## config.mk

```make
export PLATFORM = sky130hd
export DESIGN_NAME = wb_arbiter
export DESIGN_NICKNAME = d
export VERILOG_FILES = /design/src/rtl/wb_arbiter_pkg.sv /design/src/rtl/mux_des.sv /design/src/rtl/wb_arbiter_fifo.sv /design/src/rtl/wb_arbiter.sv
export SDC_FILE = /design/constraint.sdc
export NUM_CORES = 1
export LEC_CHECK = 0
export ABC_CLOCK_PERIOD_IN_PS = 9080
export CAP_MARGIN = 20
export CORE_MARGIN = 2
export CORE_UTILIZATION = 35
export CTS_BUF_LIST = sky130_fd_sc_hd__clkbuf_8
export DETAILED_ROUTE_END_ITERATION = 8
export GPL_ROUTABILITY_DRIVEN = 0
export GPL_TIMING_DRIVEN = 0
export PLACE_DENSITY_LB_ADDON = 0.1
export REMOVE_ABC_BUFFERS = 1
export SYNTH_ARGS = -nofsm -noshare
export SYNTH_HDL_FRONTEND = slang
export SYNTH_HIERARCHICAL = 1
export SYNTH_SLANG_ARGS = --single-unit
```

## constraint.sdc

```tcl
create_clock -name wa_i_clk -period 9.08 [get_ports wa_i_clk]
set_input_delay 1.816 -clock wa_i_clk [delete_from_list [all_inputs] [get_ports wa_i_clk]]
set_output_delay 1.816 -clock wa_i_clk [all_outputs]
set_load 0.05 [all_outputs]
```

## src/rtl/wb_arbiter_pkg.sv

```systemverilog
// ============================================================================
// Module  : wb_arbiter_pkg
// Purpose : Shared definitions for the write-back arbiter slice. This file
//           holds the AWIDTH / DWIDTH definitions that the rest of the
//           pipeline includes, plus the lane type and the saturating
//           counter helper.
// Ports   : none (package)
// Config  : WB_BYPASS_EN (see wb_arbiter) -- not referenced here
// Revision: 1.0 - initial release
// ============================================================================
`default_nettype none

`ifndef AWIDTH
`define AWIDTH 5
`endif
`ifndef DWIDTH
`define DWIDTH 32
`endif

package wb_arbiter_pkg;

  localparam int unsigned WA_AWIDTH = `AWIDTH;
  localparam int unsigned WA_DWIDTH = `DWIDTH;

  typedef enum logic {
    LANE0 = 1'b0,
    LANE1 = 1'b1
  } lane_e;

  // Saturating increment for the 16-bit conflict counter.
  function automatic logic [15:0] sat_inc16(input logic [15:0] v);
    return (v == 16'hFFFF) ? v : v + 16'd1;
  endfunction

endpackage

`default_nettype wire

```

## src/rtl/mux_des.sv

```systemverilog
// ============================================================================
// Module  : mux_des
// Purpose : Destination register select: rd when sel_i=1, rt when sel_i=0.
// Ports   : sel_i (reg_dst), a1_i (rd), a0_i (rt), y_o (destination)
// Revision: 1.0 - initial release
// ============================================================================
`default_nettype none

module mux_des #(
  parameter int unsigned W = 5
) (
  input  logic         sel_i,
  input  logic [W-1:0] a1_i,
  input  logic [W-1:0] a0_i,
  output logic [W-1:0] y_o
);

  assign y_o = sel_i ? a1_i : a0_i;

endmodule

`default_nettype wire

```

## src/rtl/wb_arbiter_fifo.sv

```systemverilog
// ============================================================================
// Module  : wb_fifo
// Purpose : Per-lane result FIFO, DEPTH entries of WIDTH bits, first-word
//           fall-through head.
// Ports   : clk_i, rst_ni (async, active-low), push_i, pop_i, wdata_i,
//           rdata_o (head), count_o, full_o, empty_o
// Revision: 1.0 - initial release
// ============================================================================
`default_nettype none

module wb_fifo #(
  parameter int unsigned DEPTH = 2,
  parameter int unsigned WIDTH = 37
) (
  input  logic                     clk_i,
  input  logic                     rst_ni,
  input  logic                     push_i,
  input  logic                     pop_i,
  input  logic [WIDTH-1:0]         wdata_i,
  output logic [WIDTH-1:0]         rdata_o,
  output logic [$clog2(DEPTH):0]   count_o,
  output logic                     full_o,
  output logic                     empty_o
);

  localparam int unsigned PW = $clog2(DEPTH);
  localparam int unsigned CW = PW + 1;

  logic [WIDTH-1:0] mem_q [DEPTH];
  logic [PW-1:0]    wr_ptr_q, rd_ptr_q;
  logic [CW-1:0]    count_q, count_d;

  always_comb begin
    count_d = count_q;
    case ({push_i, pop_i})
      2'b10:   count_d = count_q + 1'b1;
      2'b01:   count_d = count_q - 1'b1;
      default: count_d = count_q;
    endcase
  end

  // Pointers wrap naturally because DEPTH is a power of two.
  always_ff @(posedge clk_i or negedge rst_ni) begin
    if (!rst_ni) begin
      wr_ptr_q <= '0;
      rd_ptr_q <= '0;
      count_q  <= '0;
    end else begin
      if (push_i) wr_ptr_q <= wr_ptr_q + 1'b1;
      if (pop_i)  rd_ptr_q <= rd_ptr_q + 1'b1;
      count_q <= count_d;
    end
  end

  always_ff @(posedge clk_i) begin
    if (push_i) mem_q[wr_ptr_q] <= wdata_i;
  end

  assign rdata_o = mem_q[rd_ptr_q];
  assign count_o = count_q;
  assign full_o  = (count_q == CW'(DEPTH));
  assign empty_o = (count_q == '0);

endmodule

`default_nettype wire

```

## src/rtl/wb_arbiter.sv

```systemverilog
// ============================================================================
// Module  : wb_arbiter
// Purpose : Shares the single register-file write port between two
//           execution lanes. Each lane resolves rd/rt, buffers stored
//           results in a wb_fifo, and the heads are granted round-robin
//           into a registered write port.
// Ports   : wa_i_clk, wa_i_rst_n (async, active-low)
//           lane k (k=0,1): wa_i_valid_k, wa_o_ready_k, wa_i_reg_write_k,
//             wa_i_reg_dst_k, wa_i_addr_rd_k, wa_i_addr_rt_k, wa_i_data_k
//           write port: wa_o_we, wa_o_addr, wa_o_data
//           status: wa_o_busy, wa_o_conflicts (16-bit saturating)
// Config  : WB_BYPASS_EN - an empty lane's stored input may be granted in
//           the handshake cycle, skipping the FIFO (1-cycle latency).
// Revision: 1.0 - initial release
// ============================================================================
`default_nettype none

module wb_arbiter
  import wb_arbiter_pkg::*;
#(
  parameter int unsigned DEPTH  = 2,
  parameter int unsigned AWIDTH = `AWIDTH,
  parameter int unsigned DWIDTH = `DWIDTH
) (
  input  logic              wa_i_clk,
  input  logic              wa_i_rst_n,
  input  logic              wa_i_valid_0,
  output logic              wa_o_ready_0,
  input  logic              wa_i_reg_write_0,
  input  logic              wa_i_reg_dst_0,
  input  logic [AWIDTH-1:0] wa_i_addr_rd_0,
  input  logic [AWIDTH-1:0] wa_i_addr_rt_0,
  input  logic [DWIDTH-1:0] wa_i_data_0,
  input  logic              wa_i_valid_1,
  output logic              wa_o_ready_1,
  input  logic              wa_i_reg_write_1,
  input  logic              wa_i_reg_dst_1,
  input  logic [AWIDTH-1:0] wa_i_addr_rd_1,
  input  logic [AWIDTH-1:0] wa_i_addr_rt_1,
  input  logic [DWIDTH-1:0] wa_i_data_1,
  output logic              wa_o_we,
  output logic [AWIDTH-1:0] wa_o_addr,
  output logic [DWIDTH-1:0] wa_o_data,
  output logic              wa_o_busy,
  output logic [15:0]       wa_o_conflicts
);

  localparam int unsigned EW = AWIDTH + DWIDTH;
  localparam int unsigned CW = $clog2(DEPTH) + 1;

  logic [1:0]        valid, reg_write, reg_dst;
  logic [1:0]        ready, store, hs, push, pop, byp_use, cand, empty, full;
  logic [AWIDTH-1:0] addr_rd [2];
  logic [AWIDTH-1:0] addr_rt [2];
  logic [AWIDTH-1:0] dest    [2];
  logic [DWIDTH-1:0] data_in [2];
  logic [EW-1:0]     head    [2];
  logic [CW-1:0]     count   [2];

  logic              gnt, gnt_sel;
  lane_e             last_grant_q, last_grant_d;
  logic              we_q, we_d;
  logic [AWIDTH-1:0] addr_q, addr_d;
  logic [DWIDTH-1:0] data_q, data_d;
  logic [15:0]       conflicts_q, conflicts_d;

  assign valid     = {wa_i_valid_1, wa_i_valid_0};
  assign reg_write = {wa_i_reg_write_1, wa_i_reg_write_0};
  assign reg_dst   = {wa_i_reg_dst_1, wa_i_reg_dst_0};
  assign addr_rd[0] = wa_i_addr_rd_0;
  assign addr_rd[1] = wa_i_addr_rd_1;
  assign addr_rt[0] = wa_i_addr_rt_0;
  assign addr_rt[1] = wa_i_addr_rt_1;
  assign data_in[0] = wa_i_data_0;
  assign data_in[1] = wa_i_data_1;

  for (genvar k = 0; k < 2; k++) begin : g_lane
    mux_des #(.W(AWIDTH)) u_mux_des (
      .sel_i (reg_dst[k]),
      .a1_i  (addr_rd[k]),
      .a0_i  (addr_rt[k]),
      .y_o   (dest[k])
    );

    // Non-writing results and writes to $zero consume the handshake only.
    assign store[k] = reg_write[k] & (dest[k] != '0);
    assign ready[k] = ~full[k];
    assign hs[k]    = valid[k] & ready[k];

`ifdef WB_BYPASS_EN
    assign cand[k] = ~empty[k] | (valid[k] & store[k]);
`else
    assign cand[k] = ~empty[k];
`endif

    // A grant to an empty lane can only be a bypass of the live input.
    assign pop[k]     = gnt & (gnt_sel == 1'(k)) & ~empty[k];
    assign byp_use[k] = gnt & (gnt_sel == 1'(k)) & empty[k];
    assign push[k]    = hs[k] & store[k] & ~byp_use[k];

    wb_fifo #(.DEPTH(DEPTH), .WIDTH(EW)) u_fifo (
      .clk_i   (wa_i_clk),
      .rst_ni  (wa_i_rst_n),
      .push_i  (push[k]),
      .pop_i   (pop[k]),
      .wdata_i ({dest[k], data_in[k]}),
      .rdata_o (head[k]),
      .count_o (count[k]),
      .full_o  (full[k]),
      .empty_o (empty[k])
    );
  end

  always_comb begin
    gnt          = 1'b0;
    gnt_sel      = 1'b0;
    last_grant_d = last_grant_q;
    we_d         = 1'b0;
    addr_d       = addr_q;
    data_d       = data_q;
    conflicts_d  = conflicts_q;

    if (cand == 2'b11) begin
      gnt         = 1'b1;
      gnt_sel     = (last_grant_q == LANE1) ? 1'b0 : 1'b1;
      conflicts_d = sat_inc16(conflicts_q);
    end else if (cand[0]) begin
      gnt     = 1'b1;
      gnt_sel = 1'b0;
    end else if (cand[1]) begin
      gnt     = 1'b1;
      gnt_sel = 1'b1;
    end

    if (gnt) begin
      last_grant_d = lane_e'(gnt_sel);
      we_d         = 1'b1;
      if (empty[gnt_sel]) begin
        addr_d = dest[gnt_sel];
        data_d = data_in[gnt_sel];
      end else begin
        {addr_d, data_d} = head[gnt_sel];
      end
    end
  end

  always_ff @(posedge wa_i_clk or negedge wa_i_rst_n) begin
    if (!wa_i_rst_n) begin
      last_grant_q <= LANE1;
      we_q         <= 1'b0;
      addr_q       <= '0;
      data_q       <= '0;
      conflicts_q  <= '0;
    end else begin
      last_grant_q <= last_grant_d;
      we_q         <= we_d;
      addr_q       <= addr_d;
      data_q       <= data_d;
      conflicts_q  <= conflicts_d;
    end
  end

  assign wa_o_ready_0   = ready[0];
  assign wa_o_ready_1   = ready[1];
  assign wa_o_we        = we_q;
  assign wa_o_addr      = addr_q;
  assign wa_o_data      = data_q;
  assign wa_o_conflicts = conflicts_q;
  assign wa_o_busy      = (count[0] != '0) | (count[1] != '0) | we_q;

endmodule

`default_nettype wire

```

; ---- Word-level counts from Yosys, hierarchy flattened
; Memories as Yosys holds them, arrays and structs flattened.
; Cells that the tools add are included.
[totals]
ramBits = 148
out_inout_bits = 57
input_bits = 92
reg_bits = 63
memories = 2
[op_classes]
reduce_logical = 9
n_eq_ne = 8
mux = 28
n_bitwise = 25
magnitude_cmp = 2
add_sub_neg = 9
[memory_table]
columns = name, depth, width, rd, rd_ports_with_merged_regs, write_ports, line_no
row1 = g_lane[0].u_fifo.mem_q, 2, 37, 1, 0, 1, wb_arbiter_fifo.sv:29  ; logic [WIDTH-1:0] mem_q [DEPTH];
row2 = g_lane[1].u_fifo.mem_q, 2, 37, 1, 0, 1, wb_arbiter_fifo.sv:29
[op_table]
columns = op, n
row1 = two-way mux 32 bit, 4
row2 = two-way mux 37 bit, 3
row3 = two-way mux 5 bit, 6
row4 = "adder 16 x 1 -> 16 bit, second input constant", 1
row5 = "equality test 16 bit, second input constant", 1
row6 = bitwise AND 1 bit, 14
row7 = two-way mux 1 bit, 13
row8 = "equality test 2 bit, second input constant", 5
row9 = nonzero test 5 bit, 2
row10 = inverter 1 bit, 8
row11 = case mux 2 bit (2 select lines), 2
row12 = nonzero test 2 bit, 4
row13 = "adder 1 bit, second input constant", 4
row14 = "adder 2 x 1 -> 2 bit, second input constant", 2
row15 = "equality test 2 x 1 -> 1 bit, second input constant", 2
row16 = zero test 2 bit, 2
row17 = "subtractor 2 x 1 -> 2 bit, second input constant", 2
row18 = "greater-or-equal comparator 2 bit, second input constant", 1
row19 = "< comparator 1 x 2 -> 1 bit, second input constant", 1
row20 = inverter 1 -> 2 bit, 1
row21 = OR 1 bit, 2
row22 = AND reduction 2 bit, 1

; ---- Depth between registers and ports, before layout
[depth]
ltp_word = 11
depth_mapped = 9
ltp_nobuf = 8

; ---- Modules after synthesis
; Netlist, hierarchy kept.
[by_module_without_submodules]
columns = module, cells_per_inst, n_inst, area_each_um2, seq_area_each_um2
row1 = wb_fifo, 131, 2, 2936.6, 2322.2
row2 = wb_arbiter, 219, 1, 2587.5, 1377.6
row3 = mux_des, 5, 2, 56.3, 0.0

; ---- Worst setup path after synthesis
; Ideal clock, no wire load.
[synth_timing]
path_type = input-to-reg
start = input port wa_i_reg_dst_1
end = memory g_lane[1].u_fifo.mem_q[0][0] (enable)
t_arrival_ns = 3.976
setup_ns = 0.431
path_buffers = 0
path_stages = 5
required_ns = 8.649
setup_slack_ns = 4.673
cell_sequence = mux2_2 > or4_1 > o2111a_1 > inv_1 > nor2_1
[synth_via]
elab_chain_cells = 7
[synth_rtl]
columns = item, line_no
row1 = "start, declared", wb_arbiter.sv:37  ; input logic wa_i_reg_dst_1,
row2 = two-way mux 5 bit, mux_des.sv:18  ; assign y_o = sel_i ? a1_i : a0_i;
row3 = nonzero test 5 bit, wb_arbiter.sv:86  ; assign store[k] = reg_write[k] & (dest[k] != '0);
row4 = bitwise AND 1 bit, wb_arbiter.sv:86
row5 = bitwise AND 1 bit (2 in a row), wb_arbiter.sv:99  ; assign push[k] = hs[k] & store[k] & ~byp_use[k];
row6 = via push[1], wb_arbiter.sv:52  ; logic [1:0] ready, store, hs, push, pop, byp_use, cand, empty, full;
row7 = two-way mux 1 bit, wb_arbiter_fifo.sv:56  ; if (push_i) mem_q[wr_ptr_q] <= wdata_i;
row8 = two-way mux 1 bit (implied by the code), wb_arbiter_fifo.sv:56
row9 = "end, declared", wb_arbiter_fifo.sv:29
; The timed path passes the listed nets, and every way through them passes these cells.

==> flow_summary.json <==
{
  "syn_area_um2": 8570,
  "peakVddDrop_mv": 0.148,
  "period_minus_slack_ns": 4.06,
  "area_growth_pct": 32.6,
  "p_per_area_nw_per_um2": 344,
  "finalHoldViolations": 0,
  "routedWlPerCell_um": 20.1,
  "cts_buffers": 37,
  "route.detailed.drc": 0,
  "htreeDepth": 2,
  "grtUsageTotal": 0.161,
  "num_rows": 57,
  "finalWorstSetupSlack_ns": 5.02,
  "ys_ff_latch": 211,
  "drive_gt1_frac": 0.250,
  "grt_pass1_vias": 5488,
  "final_nets": 761,
  "slew_headroom": 0.378,
  "p_comb_frac": 0.417,
  "start_util": 0.355,
  "cts_setup_buffers": 0,
  "cts_hold_buf": 0,
  "place_ws_ns": 4.43,
  "fmax_mhz": 246,
  "dpl.hpwl_um": 13000,
  "maxSlewViolCount": 0,
  "cts_sinks": 211,
  "cts_resized": 0,
  "antenna_found_initial": 0,
  "p_int_mw": 2.44,
  "ios": 149,
  "cp-end-kind": "flop",
  "clk_pin_slew_ns": 0.06,
  "synth_edf_count": 148,
  "synth_top_area_frac": 0.518,
  "ys_seq_area_frac": 0.702,
  "die_area_um2": 25800,
  "ys_types": 39,
  "drtIter0Drc": 258,
  "grt_pass1_wl_um": 31400,
  "layout_common_cells": "edfxtp_1 (148), clkdlybuf4s50_1 (147), dfrtp_1 (60)",
  "via_per_inst": 4.95,
  "p_sw_frac": 0.375,
  "rsz0062_at_grt": "no",
  "die_y_um": 161,
  "netSwitchingPower_mw": 1.46,
  "cellLeakagePower_nw": 4.40,
  "cts_tree": "yes",
  "finalPower_mw": 3.91,
  "port-buffer-count": 148,
  "fin_util": 0.470,
  "yosys-top-cells-area": "edfxtp_1 (52%), dfrtp_1 (18%), mux2_4 (7.2%)",
  "syn_inst": 491,
  "root_buffer": "clkbuf_8",
  "worstPathArrival_ns": 4.31,
  "finalSetupViolations": 0,
  "fin_crit_sh": 0.448,
  "drt_pass1_iterations": 4,
  "critical_path_class": "primary input to flop",
  "required_ns": 9.33,
  "async_reset_ff_frac": 0.299,
  "skew_ns": 0.0159,
  "ant_nets": 0,
  "clk_latency_ns": 0.51,
  "routed_wl_um": 20400,
  "max_cap_viol_count": 0,
  "hold_ws_ns": 0.530,
  "fin_cells": 1017,
  "synth_warnings": 6,
  "layout_commonest_cell": "edfxtp_1",
  "vias": 5035,
  "cts_max_path_buffers": 3,
  "avgSynthCellArea_um2": 17.5,
  "synthFlopType": "edfxtp_1",
  "placed_cell_area_um2": 10600,
  "final_cell_area_um2": 11400,
  "pwr-share-seq": 0.367,
  "grt_max_degree": 37,
  "cp-start-kind": "primary input",
  "critPathMaxFanout": 27,
  "dp.cells": 951,
  "core_um2": 24200,
  "grt_overflow": 0,
  "yosys.area.top_type": "edfxtp_1",
  "worstMarginPinSlew_ns": 0.933,
  "die_w_um": 161,
  "outcome": "completed",
  "min_path_type": "flop to flop",
  "tns_ns": 0,
  "clockPowerShare": 0.216
}
-- cells by family after synthesis --
group           after synthesis  synth area share
flops                       211             0.702
fa+ha+maj                     3           0.00438
compound gates               46            0.0501
buf+inv                      30            0.0196
simple gates                 92            0.0683
xor+xnor                     20            0.0204
mux                          89             0.135
-- Yosys cell counts (3+ instances only) --
cell / instances
o21ai_0: 3
nor2_1: 13
inv_1: 6
nand3_1: 3
ha_1: 3
nor3_1: 7
mux2_2: 48
a21oi_1: 3
dfrtp_1: 62
nand2_1: 10
xor2_1: 16
buf_6: 6
mux2_4: 41
clkbuf_1: 10
buf_2: 8
xnor2_1: 4
and3_1: 37
edfxtp_1: 148
a221o_1: 37
-- worst max-delay path, cell delays in order --
cell	delay [ns]
clkdlybuf4s50_1	0.63
mux2_2	0.42
or4_1	0.57
o2111a_1	0.29
and2_2	0.31
buf_12	0.24
-- final cells by class --
cell class,count,area [µm²]
Sequential cell,211,6020
Tap cell,324,405
Antenna cell,1,2.50
Clock inverter,20,106
Multi-Input combinational cell,250,2440
Fill cell,2102,12800
Clock buffer,45,619
Inverter,6,22.5
Timing Repair Buffer,160,1750
-- state kept, by name, summed over array words and instances, names as in the netlist --
name and flops:
wa_o_conflicts 16, wa_o_data 32, wa_o_addr 5, g_lane.u_fifo/mem_q 148, wa_o_we 1, g_lane.u_fifo/wr_ptr_q 2, g_lane.u_fifo/count_o 4, g_lane.u_fifo/rd_ptr_q 2
last_grant_q 1
-- path summary, 6_finish.rpt --
check | startpoint | end | slack [ns] | depth (start not counted)
worst max register to register | g_lane[0].u_fifo/count_o[0]$_DFFE_PN0P_ | g_lane[0].u_fifo/count_o[1]$_DFFE_PN0P_ | 5.96 | 10
max in group asynchronous | wa_i_rst_n | wa_o_data[2]$_DFFE_PN0N_ | 7.26 | 2
worst min-delay path | last_grant_q$_DFFE_PN1N_ | last_grant_q$_DFFE_PN1N_ | 0.53 | 2
worst max-delay path | wa_i_reg_dst_1 | g_lane[1].u_fifo/mem_q[1][11]$_DFFE_PP_ | 5.02 | 6
min in group asynchronous | wa_i_rst_n | wa_o_addr[3]$_DFFE_PN0N_ | 1.26 | 1
worst min register to register | last_grant_q$_DFFE_PN1N_ | last_grant_q$_DFFE_PN1N_ | 0.53 | 2
-- power by group through the flow --
stage	sequential (mW)	clock [mW]	combinational, mW
final	1.43	0.845	1.63
after global routing	1.46	0.916	1.73
after CTS	1.44	0.873	1.66
after detailed placement	1.45	0	1.66
after global placement	1.49	0	1.52
after floorplan	1.77	0	0.643
-- routing by layer --
layer | vias to the layer above | global-route usage | share of wire
li1 | 2291 | - | -
met1 | 2573 | 0.192 | 0.41
met2 | 143 | 0.290 | 0.52
met3 | 28 | 0.0354 | 0.048
met4 | 0 | 0.0532 | 0.020
met5 | - | 0 | 0
(Power assumes the default switching activity.)
